===== src/rtl/random_pixel_writer_pkg.sv =====
// Shared definitions for the random pixel writer and related framebuffer
// animators: FSM state encoding, matrix geometry and the column-width helper.
package random_pixel_pkg;

  typedef enum logic [1:0] {
    IDLE    = 2'd0,
    STEP    = 2'd1,
    CAPTURE = 2'd2,
    WRITE   = 2'd3
  } state_t;

  localparam int MATRIX_ROWS = 8;
  localparam int MATRIX_COLS = 8;

  // Bits needed to address every column across the device chain.
  function automatic int col_bits(input int num_devices);
    return $clog2(MATRIX_COLS * num_devices);
  endfunction

endpackage


===== src/rtl/random_pixel_writer_if.sv =====
// Framebuffer pixel-write channel (valid/ready handshake).
//   Valid  master->slave  write request
//   Ready  slave->master  write accepted when Valid & Ready
//   Row    master->slave  pixel row 0..7
//   Col    master->slave  pixel column
//   Pixel  master->slave  pixel value
interface random_pixel_writer_if
  import random_pixel_pkg::*;
#(
  parameter int COL_BITS = 5
);
  logic                           Valid;
  logic                           Ready;
  logic [$clog2(MATRIX_ROWS)-1:0] Row;
  logic [COL_BITS-1:0]            Col;
  logic                           Pixel;

  modport master (output Valid, Row, Col, Pixel, input Ready);
  modport slave  (input Valid, Row, Col, Pixel, output Ready);
endinterface


===== src/rtl/random_pixel_writer_tick_divider.sv =====
// tick_divider: free-running prescaler producing a one-cycle tick every
// PERIOD_CYCLES enabled clocks. Disabling freezes the count without clearing.
//   i_Clk     system clock
//   i_Reset   synchronous, active-high; clears the count
//   i_Enable  count enable
//   o_Tick    high for the single cycle at count PERIOD_CYCLES-1 while enabled
module tick_divider #(
  parameter int PERIOD_CYCLES = 100000
) (
  input  logic i_Clk,
  input  logic i_Reset,
  input  logic i_Enable,
  output logic o_Tick
);
  localparam int CNT_W = (PERIOD_CYCLES > 1) ? $clog2(PERIOD_CYCLES) : 1;
  localparam logic [CNT_W-1:0] LAST = CNT_W'(PERIOD_CYCLES - 1);

  logic [CNT_W-1:0] r_count;
  logic             w_at_last;

  assign w_at_last = (r_count == LAST);
  // Gated by the enable so a frozen count sitting at LAST cannot re-fire.
  assign o_Tick    = i_Enable && w_at_last;

  always_ff @(posedge i_Clk) begin
    if (i_Reset) begin
      r_count <= '0;
    end else if (i_Enable) begin
      r_count <= w_at_last ? '0 : r_count + 1'b1;
    end
  end
endmodule


===== src/rtl/random_pixel_writer.sv =====
// random_pixel_writer: on each prescaler tick, steps the LFSR generator,
// splits its output into row/column/pixel and issues one framebuffer write,
// producing a random sparkle pattern across the chained 8x8 matrices.
//   i_Clk, i_Reset   clock, synchronous active-high reset
//   i_Run            level enable for the prescaler
//   o_Random_Enable  one-cycle generator step pulse
//   i_Random_Data    generator output, valid one clock after the step pulse
//   o_Wr             framebuffer write channel (master side)
//   o_Pixel_Count    number of accepted writes (wraps)
//   o_Overrun        sticky: a tick arrived while a draw was still in flight
module random_pixel_writer
  import random_pixel_pkg::*;
#(
  parameter int NUM_BITS      = 16,
  parameter int NUM_DEVICES   = 4,
  parameter int PERIOD_CYCLES = 100000
) (
  input  logic                  i_Clk,
  input  logic                  i_Reset,
  input  logic                  i_Run,
  output logic                  o_Random_Enable,
  input  logic [NUM_BITS-1:0]   i_Random_Data,
  random_pixel_writer_if.master o_Wr,
  output logic [15:0]           o_Pixel_Count,
  output logic                  o_Overrun
);
  localparam int COL_BITS = col_bits(NUM_DEVICES);
  localparam int NUM_COLS = MATRIX_COLS * NUM_DEVICES;

  if (NUM_BITS < COL_BITS + 4) begin : g_bad_num_bits
    $error("NUM_BITS must be at least COL_BITS+4");
  end
  if (PERIOD_CYCLES < 4) begin : g_bad_period
    $error("PERIOD_CYCLES must be at least 4");
  end

  state_t              r_state;
  state_t              w_next;
  logic                w_tick;
  logic                w_accept;
  logic                w_col_ok;
  logic [COL_BITS-1:0] w_col;
  logic [2:0]          r_row;
  logic [COL_BITS-1:0] r_col;
  logic                r_pixel;
  logic [15:0]         r_count;
  logic                r_overrun;
  logic                w_unused;

  tick_divider #(
    .PERIOD_CYCLES(PERIOD_CYCLES)
  ) u_tick (
    .i_Clk   (i_Clk),
    .i_Reset (i_Reset),
    .i_Enable(i_Run),
    .o_Tick  (w_tick)
  );

  assign w_col    = i_Random_Data[3 +: COL_BITS];
  // Column field can exceed the chain width when it is not a power of two.
  assign w_col_ok = (int'(w_col) < NUM_COLS);
  assign w_accept = (r_state == WRITE) && o_Wr.Ready;
  // Bits above the pixel bit are deliberately ignored.
  assign w_unused = ^i_Random_Data;

  always_comb begin
    w_next = r_state;
    unique case (r_state)
      IDLE:    if (w_tick) w_next = STEP;
      STEP:    w_next = CAPTURE;
      CAPTURE: w_next = w_col_ok ? WRITE : STEP;
      WRITE:   if (w_accept) w_next = IDLE;
      default: w_next = IDLE;
    endcase
  end

  always_ff @(posedge i_Clk) begin
    if (i_Reset) begin
      r_state <= IDLE;
    end else begin
      r_state <= w_next;
    end
  end

  always_ff @(posedge i_Clk) begin
    if (i_Reset) begin
      r_row     <= '0;
      r_col     <= '0;
      r_pixel   <= 1'b0;
      r_count   <= '0;
      r_overrun <= 1'b0;
    end else begin
      if (r_state == CAPTURE) begin
        r_row   <= i_Random_Data[2:0];
        r_col   <= w_col;
        r_pixel <= i_Random_Data[3 + COL_BITS];
      end
      if (w_accept) r_count <= r_count + 16'd1;
      // Includes a tick landing on the accept cycle: FSM is still in WRITE.
      if (w_tick && (r_state != IDLE)) r_overrun <= 1'b1;
    end
  end

  assign o_Random_Enable = (r_state == STEP);
  assign o_Wr.Valid      = (r_state == WRITE);
  assign o_Wr.Row        = r_row;
  assign o_Wr.Col        = r_col;
  assign o_Wr.Pixel      = r_pixel;
  assign o_Pixel_Count   = r_count;
  assign o_Overrun       = r_overrun;
endmodule


===== src/flat_wrapper.sv =====
// flat-port wrapper written by rule: the top's interface ports become plain ports
module random_pixel_writer_flat import random_pixel_pkg::*;
#(
  parameter int NUM_BITS      = 16,
  parameter int NUM_DEVICES   = 4,
  parameter int PERIOD_CYCLES = 100000
)
  (i_Clk, i_Reset, i_Run, o_Random_Enable, i_Random_Data, o_Pixel_Count, o_Overrun, o_Wr_Valid, o_Wr_Row, o_Wr_Col, o_Wr_Pixel, o_Wr_Ready);
  random_pixel_writer_if #(.COL_BITS(5)) o_Wr_i ();
  input  logic i_Clk;
  input  logic i_Reset;
  input  logic i_Run;
  output logic o_Random_Enable;
  input  logic [NUM_BITS-1:0] i_Random_Data;
  output logic [15:0] o_Pixel_Count;
  output logic o_Overrun;
  output wire logic [$bits(o_Wr_i.Valid)-1:0] o_Wr_Valid;
  output wire logic [$bits(o_Wr_i.Row)-1:0] o_Wr_Row;
  output wire logic [$bits(o_Wr_i.Col)-1:0] o_Wr_Col;
  output wire logic [$bits(o_Wr_i.Pixel)-1:0] o_Wr_Pixel;
  input wire logic [$bits(o_Wr_i.Ready)-1:0] o_Wr_Ready;
  assign o_Wr_Valid = o_Wr_i.Valid;
  assign o_Wr_Row = o_Wr_i.Row;
  assign o_Wr_Col = o_Wr_i.Col;
  assign o_Wr_Pixel = o_Wr_i.Pixel;
  assign o_Wr_i.Ready = o_Wr_Ready;
  random_pixel_writer #(.NUM_BITS(NUM_BITS), .NUM_DEVICES(NUM_DEVICES), .PERIOD_CYCLES(PERIOD_CYCLES)) u_core (.i_Clk(i_Clk), .i_Reset(i_Reset), .i_Run(i_Run), .o_Random_Enable(o_Random_Enable), .i_Random_Data(i_Random_Data), .o_Wr(o_Wr_i), .o_Pixel_Count(o_Pixel_Count), .o_Overrun(o_Overrun));
endmodule

===== config.mk =====
export PLATFORM = sky130hd
export DESIGN_NAME = random_pixel_writer_flat
export DESIGN_NICKNAME = d
export VERILOG_FILES = /design/src/rtl/random_pixel_writer_pkg.sv /design/src/rtl/random_pixel_writer_if.sv /design/src/rtl/random_pixel_writer_tick_divider.sv /design/src/rtl/random_pixel_writer.sv /design/src/flat_wrapper.sv
export SDC_FILE = /design/constraint.sdc
export NUM_CORES = 1
export LEC_CHECK = 0
export ABC_AREA = 1
export BUFFER_PORTS_ARGS = -buffer_cell sky130_fd_sc_hd__clkbuf_2
export CAP_MARGIN = 40
export CORE_MARGIN = 2
export CORE_UTILIZATION = 40
export CTS_BUF_LIST = sky130_fd_sc_hd__clkbuf_16
export DETAILED_ROUTE_END_ITERATION = 16
export HOLD_SLACK_MARGIN = 0.12
export SYNTH_ARGS = -nofsm -noshare
export SYNTH_HDL_FRONTEND = slang
export SYNTH_SLANG_ARGS = --single-unit

===== constraint.sdc =====
create_clock -name i_Clk -period 2 [get_ports i_Clk]
set_clock_uncertainty 0.2 [all_clocks]
set_input_delay 0.3 -clock i_Clk [delete_from_list [all_inputs] [get_ports i_Clk]]
set_output_delay 0.3 -clock i_Clk [all_outputs]
set_load 0.05 [all_outputs]

==> impl.org, run 1 <==
** Timing
- Slew at the pin with the worst max-slew slack :: between 0.2 and 0.3 ns
- After layout, the worst path uses 88.63% of the clock period.
- Post-route worst hold slack :: 0.1895 ns
- Final-report max-slew violation count :: 0
- Final critical path time including I/O delays and setup :: approximately 1.8 ns
- Setup violations remaining at the end of the flow were counted as 0.
- Derived from the worst setup path, the maximum achievable clock frequency is 0.5642 GHz.
- Setup TNS :: 0 ns
- Setup repair after global routing missed its margin :: no
- Final hold violation count :: 0
- In this run the tightest slew margin relative to its limit is between 80% and 90%.

** Synthesis
- Syn Inst Count :: a little over 300
- Distinct cell type count of the synthesized netlist :: 31
- Mapped cell area :: around 2200 µm²
- After synthesis, the cell types taking the most area are sky130_fd_sc_hd__dfxtp_1 (41%), sky130_fd_sc_hd__nor2_1 (11%), sky130_fd_sc_hd__nand2_1 (9.0%).
- Of the synthesized area, sequential elements account for between 40% and 50%.
- Number of synthesis warnings :: 0
- Synthesized flop and latch total :: 45
- Post-synthesis net count :: ~340
- The synthesized design spends more area on one cell type than any other, namely sky130_fd_sc_hd__dfxtp_1.
- Syn avg cell area :: 7.137 µm²
- Of the post-synthesis cell area, the dominant cell type holds roughly 40%.

** Finish
- Leaving out fill and tap cells, the most frequent cell in the layout is sky130_fd_sc_hd__nor2_1.
- The finished layout holds about 440 standard cells, fillers aside.
- From synthesis to final layout, the design area changed by 24.07%.
- Summing all flip-flop and latch instances after layout gives between 900 and 1000 µm².
- Post-route design area :: approximately 2800 µm²
- The post-route netlist has 20.44% of its cells at a drive strength greater than 1.
- In the final layout, the multi-input gates occupy 1146 µm².
- Antenna diode count :: 0
- The final layout contains 392 nets.
- Leading cell types in the layout, fill and taps excluded :: sky130_fd_sc_hd__nor2_1 (64), sky130_fd_sc_hd__nand2_1 (53), sky130_fd_sc_hd__dfxtp_1 (45), sky130_fd_sc_hd__inv_1 (41), sky130_fd_sc_hd__clkbuf_2 (40)
- Count of filler cells inserted in the layout :: approximately 560

** Detailed routing
- Remaining antenna violation count :: 0
- Final routed wire length divided by cell count :: 10.70 µm
- Wires add up to around 4.7 mm.
- Detail-routed via count per cell :: approximately 4.6
- For this block, the initial DRC count from the detailed router was 141.
- In the routed design, unresolved DRC markers number 0.
- Summing over every cut layer, the via total after detailed routing is 2022.
- Number of detailed-route iterations in the first pass :: 5

** Status
- The flow ran to the end, and the final reports show no timing, DRC or antenna violations.

** Setup path
- Across all register-to-register paths, the minimum setup slack is around 0.23 ns.
- Setup CP Type :: register to register
- STA puts the critical path data required time at approximately 2 ns.
- STA puts the critical path data arrival time at between 1.5 and 2 ns.
- The worst setup path is captured at a register.
- Along the worst path, the maximum fanout reaches 7.
- Element type at the critical path start :: register

** Die
- Overall die height :: about 78 µm
- Die area :: 6161 µm²
- In this run the count of I/O pins placed on the die edge is 48.
- Effective utilization at floorplan :: 40.81%
- The core region is roughly 5400 µm².
- From left edge to right edge, the die measures roughly 78 µm.
- In this run the core area contains 27 standard-cell rows.

** Global routing
- Overall Global Routing Usage :: about 17%
- Entering global routing, the biggest net connects 14 pins.
- Global-route congestion overflow total :: 0
- The number of global-route vias before repair is between 1500 and 2000.
- Global-route wire length before repair :: about 8.3 mm
- The number of antenna violations at the first check in global routing is 0.

** Flow run
- Number of maximum-capacitance violations :: 0

** CTS
- The longest clock path from root to sink contains 2 buffers.
- The later pin in the worst-skew pair is clocked with a latency of around 0.28 ns.
- Clock-pin slew of the registers on the worst-case setup and hold paths :: 0.06 ns
- Clk sink count :: 45
- The clock tree synthesis step divided the H-tree into 2 levels.
- In this run the clock root is driven by a sky130_fd_sc_hd__clkbuf_16.
- Number of buffers inserted by post-CTS setup repair :: 0
- Number of buffers added by the clock tree synthesis step :: 5
- CTS tree :: built

** Worst hold path
- Worst hold-check path type :: input pin to register

** Pwr
- Power Dens Cells :: between 800 and 900 nW/µm²
- The worst-case IR drop observed on VDD is 0.6244 mV.
- Leakage power :: around 1.2 nW
- The design draws around 2.4 mW.

** Placed design
- Summing all placed instances gives a cell area of around 2500 µm².
- Including well taps, the total number of placed cells is ~420.
- At the end of routability-driven placement, the weighted congestion stood at 0.7705.
- Total half-perimeter wirelength after legalization and detailed placement :: 3.426 mm
- Count of input and output buffers :: 40
-- cells in the mapped netlist, drive strengths merged --
library cell,count
o22ai,1
clkbuf,4
o31ai,1
nor3b,1
and3,1
nand4,4
o21a,3
nand3,16
nor2,72
ha,6
nand2,59
clkinv,1
inv,41
o21ai,19
xor2,6
buf,1
a31oi,2
dfxtp,45
nor3,8
o21bai,1
a21oi,18
nand3b,1
-- area by class of cell --
| cell class | instances | area share, % |
|---|---|---|
| clock buffers | 5 | 4.543 |
| clock inverters | 3 | 0.4998 |
| inverters | 42 | 5.725 |
| multi-input cells | 219 | 41.62 |
| flip-flops and latches | 45 | 32.71 |
| well taps | 72 | 3.271 |
| repair buffers | 53 | 11.63 |
-- critical path, stage by stage (launching register included) --
cell                      delay (ns)
sky130_fd_sc_hd__dfxtp_1        0.38
sky130_fd_sc_hd__ha_1           0.28
sky130_fd_sc_hd__nand3_1        0.15
sky130_fd_sc_hd__nor2_1         0.20
sky130_fd_sc_hd__nand3_2        0.13
sky130_fd_sc_hd__nand2_2        0.12
sky130_fd_sc_hd__inv_2          0.09
sky130_fd_sc_hd__o21ai_0        0.08
sky130_fd_sc_hd__nor2_1         0.05
-- report_power, final --
| part | switching [mW] | total (mW) | internal, mW |
|---|---|---|---|
| logic | 0.430 | 0.579 | 0.149 |
| registers | 0.0469 | 1.03 | 0.979 |
| clock network | 0.325 | 0.778 | 0.454 |
-- kinds of logic after synthesis --
family | after synthesis | synth area share [%]
XOR/XNOR | 6 | 2.368
flip-flops | 45 | 40.59
AND/OR/NAND/NOR | 162 | 34.67
adder cells (fa/ha/maj) | 6 | 3.382
buffers and inverters | 47 | 8.117
AO/OA/AOI/OAI | 45 | 10.88
-- metrics by stage --
stage | util (%) | setup slack (ns)
floorplan | - | 0.1043
global placement | 46.33 | 0.2271
detailed placement | 46.33 | 0.1959
CTS | 50.54 | 0.1867
global route | 50.63 | 0.01850
finish | 50.63 | 0.2275
-- metal layers --
| layer | track usage, % | vias up | part of all wire [%] |
|---|---|---|---|
| met5 | 0 | - | 0 |
| met4 | 5.263 | 0 | 1.1 |
| met3 | 3.448 | 5 | 3.9 |
| met2 | 27.07 | 37 | 44 |
| met1 | 21.82 | 882 | 51 |
| li1 | - | 1098 | - |
-- state kept, by name, summed over array words and instances, names as in the netlist --
| name | cells |
|---|---|
| u_core.o_Overrun | 1 |
| u_core.u_tick.r_count | 17 |
| u_core.o_Wr.Row | 3 |
| u_core.o_Wr.Pixel | 1 |
| u_core.o_Wr.Col | 5 |
| u_core.o_Pixel_Count | 16 |
| u_core.r_state | 2 |
-- what timing repair did --
item                                    4_1_cts  5_1_grt
resized for setup                             0        1
hold endpoints to repair                      9        0
hold buffers                                  9        0
endpoints found under the setup margin        0        1
-- worst paths after layout --
kind                                    end  cells past startpoint                startpoint
setup reg to reg  u_core.u_tick.r_count[10]                      8  u_core.u_tick.r_count[1]
hold / removal     u_core.u_tick.r_count[3]                      4                   i_Reset
setup / recovery  u_core.u_tick.r_count[10]                      8  u_core.u_tick.r_count[1]
hold reg to reg     u_core.o_Pixel_Count[7]                      2   u_core.o_Pixel_Count[7]
(Power assumes the default switching activity.)
==> run 2, diff against run 1 <==
--- a/config.mk
+++ b/config.mk
@@ -9,7 +9,7 @@
 export BUFFER_PORTS_ARGS = -buffer_cell sky130_fd_sc_hd__clkbuf_2
 export CAP_MARGIN = 40
 export CORE_MARGIN = 2
-export CORE_UTILIZATION = 40
+export CORE_UTILIZATION = 35
 export CTS_BUF_LIST = sky130_fd_sc_hd__clkbuf_16
 export DETAILED_ROUTE_END_ITERATION = 16
 export HOLD_SLACK_MARGIN = 0.12
==> impl.org, run 2 (synthesis results as in run 1) <==
** Setup path
- At the worst endpoint, the arrival time is 1.75 ns.
- Element type at the critical path start :: register
- Along the worst path, the maximum fanout reaches 5.
- Kind of end point of the critical path :: register
- Setup CP Type :: register to register
- Required time at the worst-slack endpoint :: between 1.5 and 2 ns

** Pwr
- Power Dens Cells :: about 910 nW/µm²
- Worst VDD drop :: between 0.7 and 0.8 mV
- Clock group share of total power :: between 30% and 40%
- Sequential fraction of design power :: 40.8%
- Power comes to approximately 2.5 mW.
- Switching portion of total power :: 32.43%
- Leakage power :: 1.196 nW
- Net switching power :: approximately 0.82 mW
- Logic gate share of total power :: approximately 23%
- The internal power of the cells totals ~1.7 mW.

** CTS
- CTS tree :: built
- In this run the number of H-tree levels came out at 2.
- CTS saw 45 sinks.
- Number of buffers on the longest clock path :: 2
- Cell chosen for the clock root :: sky130_fd_sc_hd__clkbuf_16
- After clock tree synthesis, the clock-pin slew on the worst setup and hold paths is about 0.060 ns.
- Insertion delay of the later-clocked pin in the worst-skew pair :: 0.28 ns
- Number of buffers added by the clock tree synthesis step :: 5

** Finish
- Count of filler cells inserted in the layout :: roughly 650
- Register with the most flip-flops :: u_core.u_tick.r_count
- Leading cell types in the layout, fill and taps excluded :: sky130_fd_sc_hd__nor2_1 (64), sky130_fd_sc_hd__nand2_1 (53), sky130_fd_sc_hd__dfxtp_1 (44), sky130_fd_sc_hd__inv_1 (41), sky130_fd_sc_hd__clkbuf_2 (40)
- The register with the most flip-flops in the layout has 17 of them.
- Leaving out filler cells and counting taps, the final layout contains 444.
- Fraction of layout cells with a size suffix above 1 :: between 20% and 30%
- Most common cell after layout, fill and taps aside :: sky130_fd_sc_hd__nor2_1
- Area added between synthesis and finish :: 25.25%
- In the final design database the tool counted slightly below 400 nets.
- Cells fill between 40 and 50% of the core in the end.
- Antenna diode count :: 0

** Global routing
- Maximum number of pins on one net before global-route repair :: 14
- After global routing the overflow that remains totals 0.
- The first global-routing pass estimated approximately 8.3 mm of wire.
- The number of global-route vias before repair came to between 1500 and 2000.
- In the global route stage, overall resource usage came out at roughly 14%.
- Antenna violations before repair :: 0

** Die
- For this configuration, the core starts out at a cell density of 35.57%.
- Die area :: around 7000 µm²
- The die is between 80 and 90 µm wide.
- Number of core rows :: 29
- I/O pin count :: 48
- In this run the standard cell core region covers roughly 6200 µm².
- The die is ~84 µm tall.

** Timing
- Final-report max-slew violation count :: 0
- The routed design could run at a clock period as short as around 1.8 ns.
- Setup violations remaining at the end of the flow were counted as 0.
- The total count of hold-check failures in the final report came to 0.
- Based on the critical path, the design can be clocked at up to between 0.5 and 0.6 GHz.
- Headroom to the max-slew limit :: 78.92%
- Of the available clock period, the critical path in the final layout requires between 80 and 90%.
- Setup TNS :: 0 ns
- Setup repair after global routing missed its margin :: no
- At the pin with the least slew margin, the transition time is between 0.3 and 0.4 ns.

** Placed design
- Total half-perimeter wirelength after legalization and detailed placement :: roughly 3.6 mm
- Final weighted congestion in routability-driven placement :: 0.8866
- Input and output buffers added on the ports amount to 40.
- Number of placed cells counting well taps :: between 400 and 500

** Detailed routing
- Vias after detailed routing :: between 2000 and 2500
- In this run the remaining antenna-violating nets after routing total 0.
- Total Wirelength :: 4.982 mm
- Detail-routed via count per cell :: between 4 and 5
- The first detailed-routing pass took 4 iterations.
- In the routed design, unresolved DRC markers number 0.
- After the first detailed-routing iteration, the DRC count stood at 131.
- Final routed wire length divided by cell count :: roughly 11 µm

** Status
- The flow ran to the end, and the final reports show no timing, DRC or antenna violations.

** Worst hold path
- In this run the worst hold path is classified as input pin to register.

** Flow run
- Max-cap violations in this run came to 0.
[run 2: cell count changes in the layout (fill, tap and decap cells not counted)]
cell	delta
sky130_fd_sc_hd__dfxtp_2	+1
sky130_fd_sc_hd__clkinv_1	+1
sky130_fd_sc_hd__nor2_2	+1
sky130_fd_sc_hd__clkinv_2	-2
sky130_fd_sc_hd__dfxtp_1	-1
sky130_fd_sc_hd__nor2_4	-1
sky130_fd_sc_hd__bufinv_16	+1
[run 2: cell type report]
class,count,area [µm²],share of cell area (%)
Multi-Input combinational cell,219,1141,41.04
Sequential cell,45,902.1,32.45
Clock buffer,5,125.1,4.500
Tap cell,77,96.34,3.465
Timing Repair Buffer,53,320.3,11.52
Inverter,42,157.7,5.671
Clock inverter,3,37.54,1.350
[run 2: through the flow]
stage          setup slack [ns]  hold WS (ns)  instance area [µm²]
6_report                 0.2228        0.2095                 2780
4_1_cts                  0.1874        0.2097                 2779
5_1_grt                 0.05553        0.2301                 2780
2_1_floorplan            0.1043        0.2349                 2222
3_5_place_dp             0.1919        0.2599                 2526
3_3_place_gp             0.2463        0.2482                 2526
[run 2: per-layer routing]
metal,up-vias,part of all wire (%),wire (µm),track usage (%)
met3,5,4.7,232,3.363
met5,-,0,0,0
li1,1092,-,-,-
met2,43,45,2262,23.27
met4,0,1.0,52,3.519
met1,931,49,2435,19.00
[run 2: power by group through the flow]
stage	clock network, mW	logic, mW	registers (mW)
floorplan	0	0.201	1.28
global placement	0	0.562	1.04
detailed placement	0	0.572	1.05
CTS	0.926	0.586	1.03
global route	0.968	0.635	1.04
finish	0.911	0.587	1.03
[run 2: final timing paths]
path | end | startpoint | slack [ns] | cells after the start
worst min-delay path | u_core.u_tick.r_count[1] | i_Run | 0.21 | 3
worst max-delay path | u_core.o_Pixel_Count[15] | u_core.r_state[0] | 0.22 | 10
worst min register to register | u_core.o_Pixel_Count[7] | u_core.o_Pixel_Count[7] | 0.27 | 2
worst max register to register | u_core.o_Pixel_Count[15] | u_core.r_state[0] | 0.22 | 10
[run 2: repair_timing]
item / CTS / global route
gates resized for setup: 0 / 1
hold buffers: 9 / 0
endpoints found under the setup margin: 0 / 1
hold endpoints to repair: 9 / 0
setup buffers: 0 / 0
[run 2: critical path, stage by stage, from the launching register on]
cell and delay (ns):
sky130_fd_sc_hd__dfxtp_1 0.38, sky130_fd_sc_hd__ha_2 0.22, sky130_fd_sc_hd__nand2_2 0.11, sky130_fd_sc_hd__nor2_4 0.11, sky130_fd_sc_hd__nand2_2 0.10, sky130_fd_sc_hd__nor2_2 0.18, sky130_fd_sc_hd__nand3_2 0.12, sky130_fd_sc_hd__nor2_2 0.11
sky130_fd_sc_hd__nand2_1 0.06, sky130_fd_sc_hd__nand2_1 0.05, sky130_fd_sc_hd__nor2_1 0.03
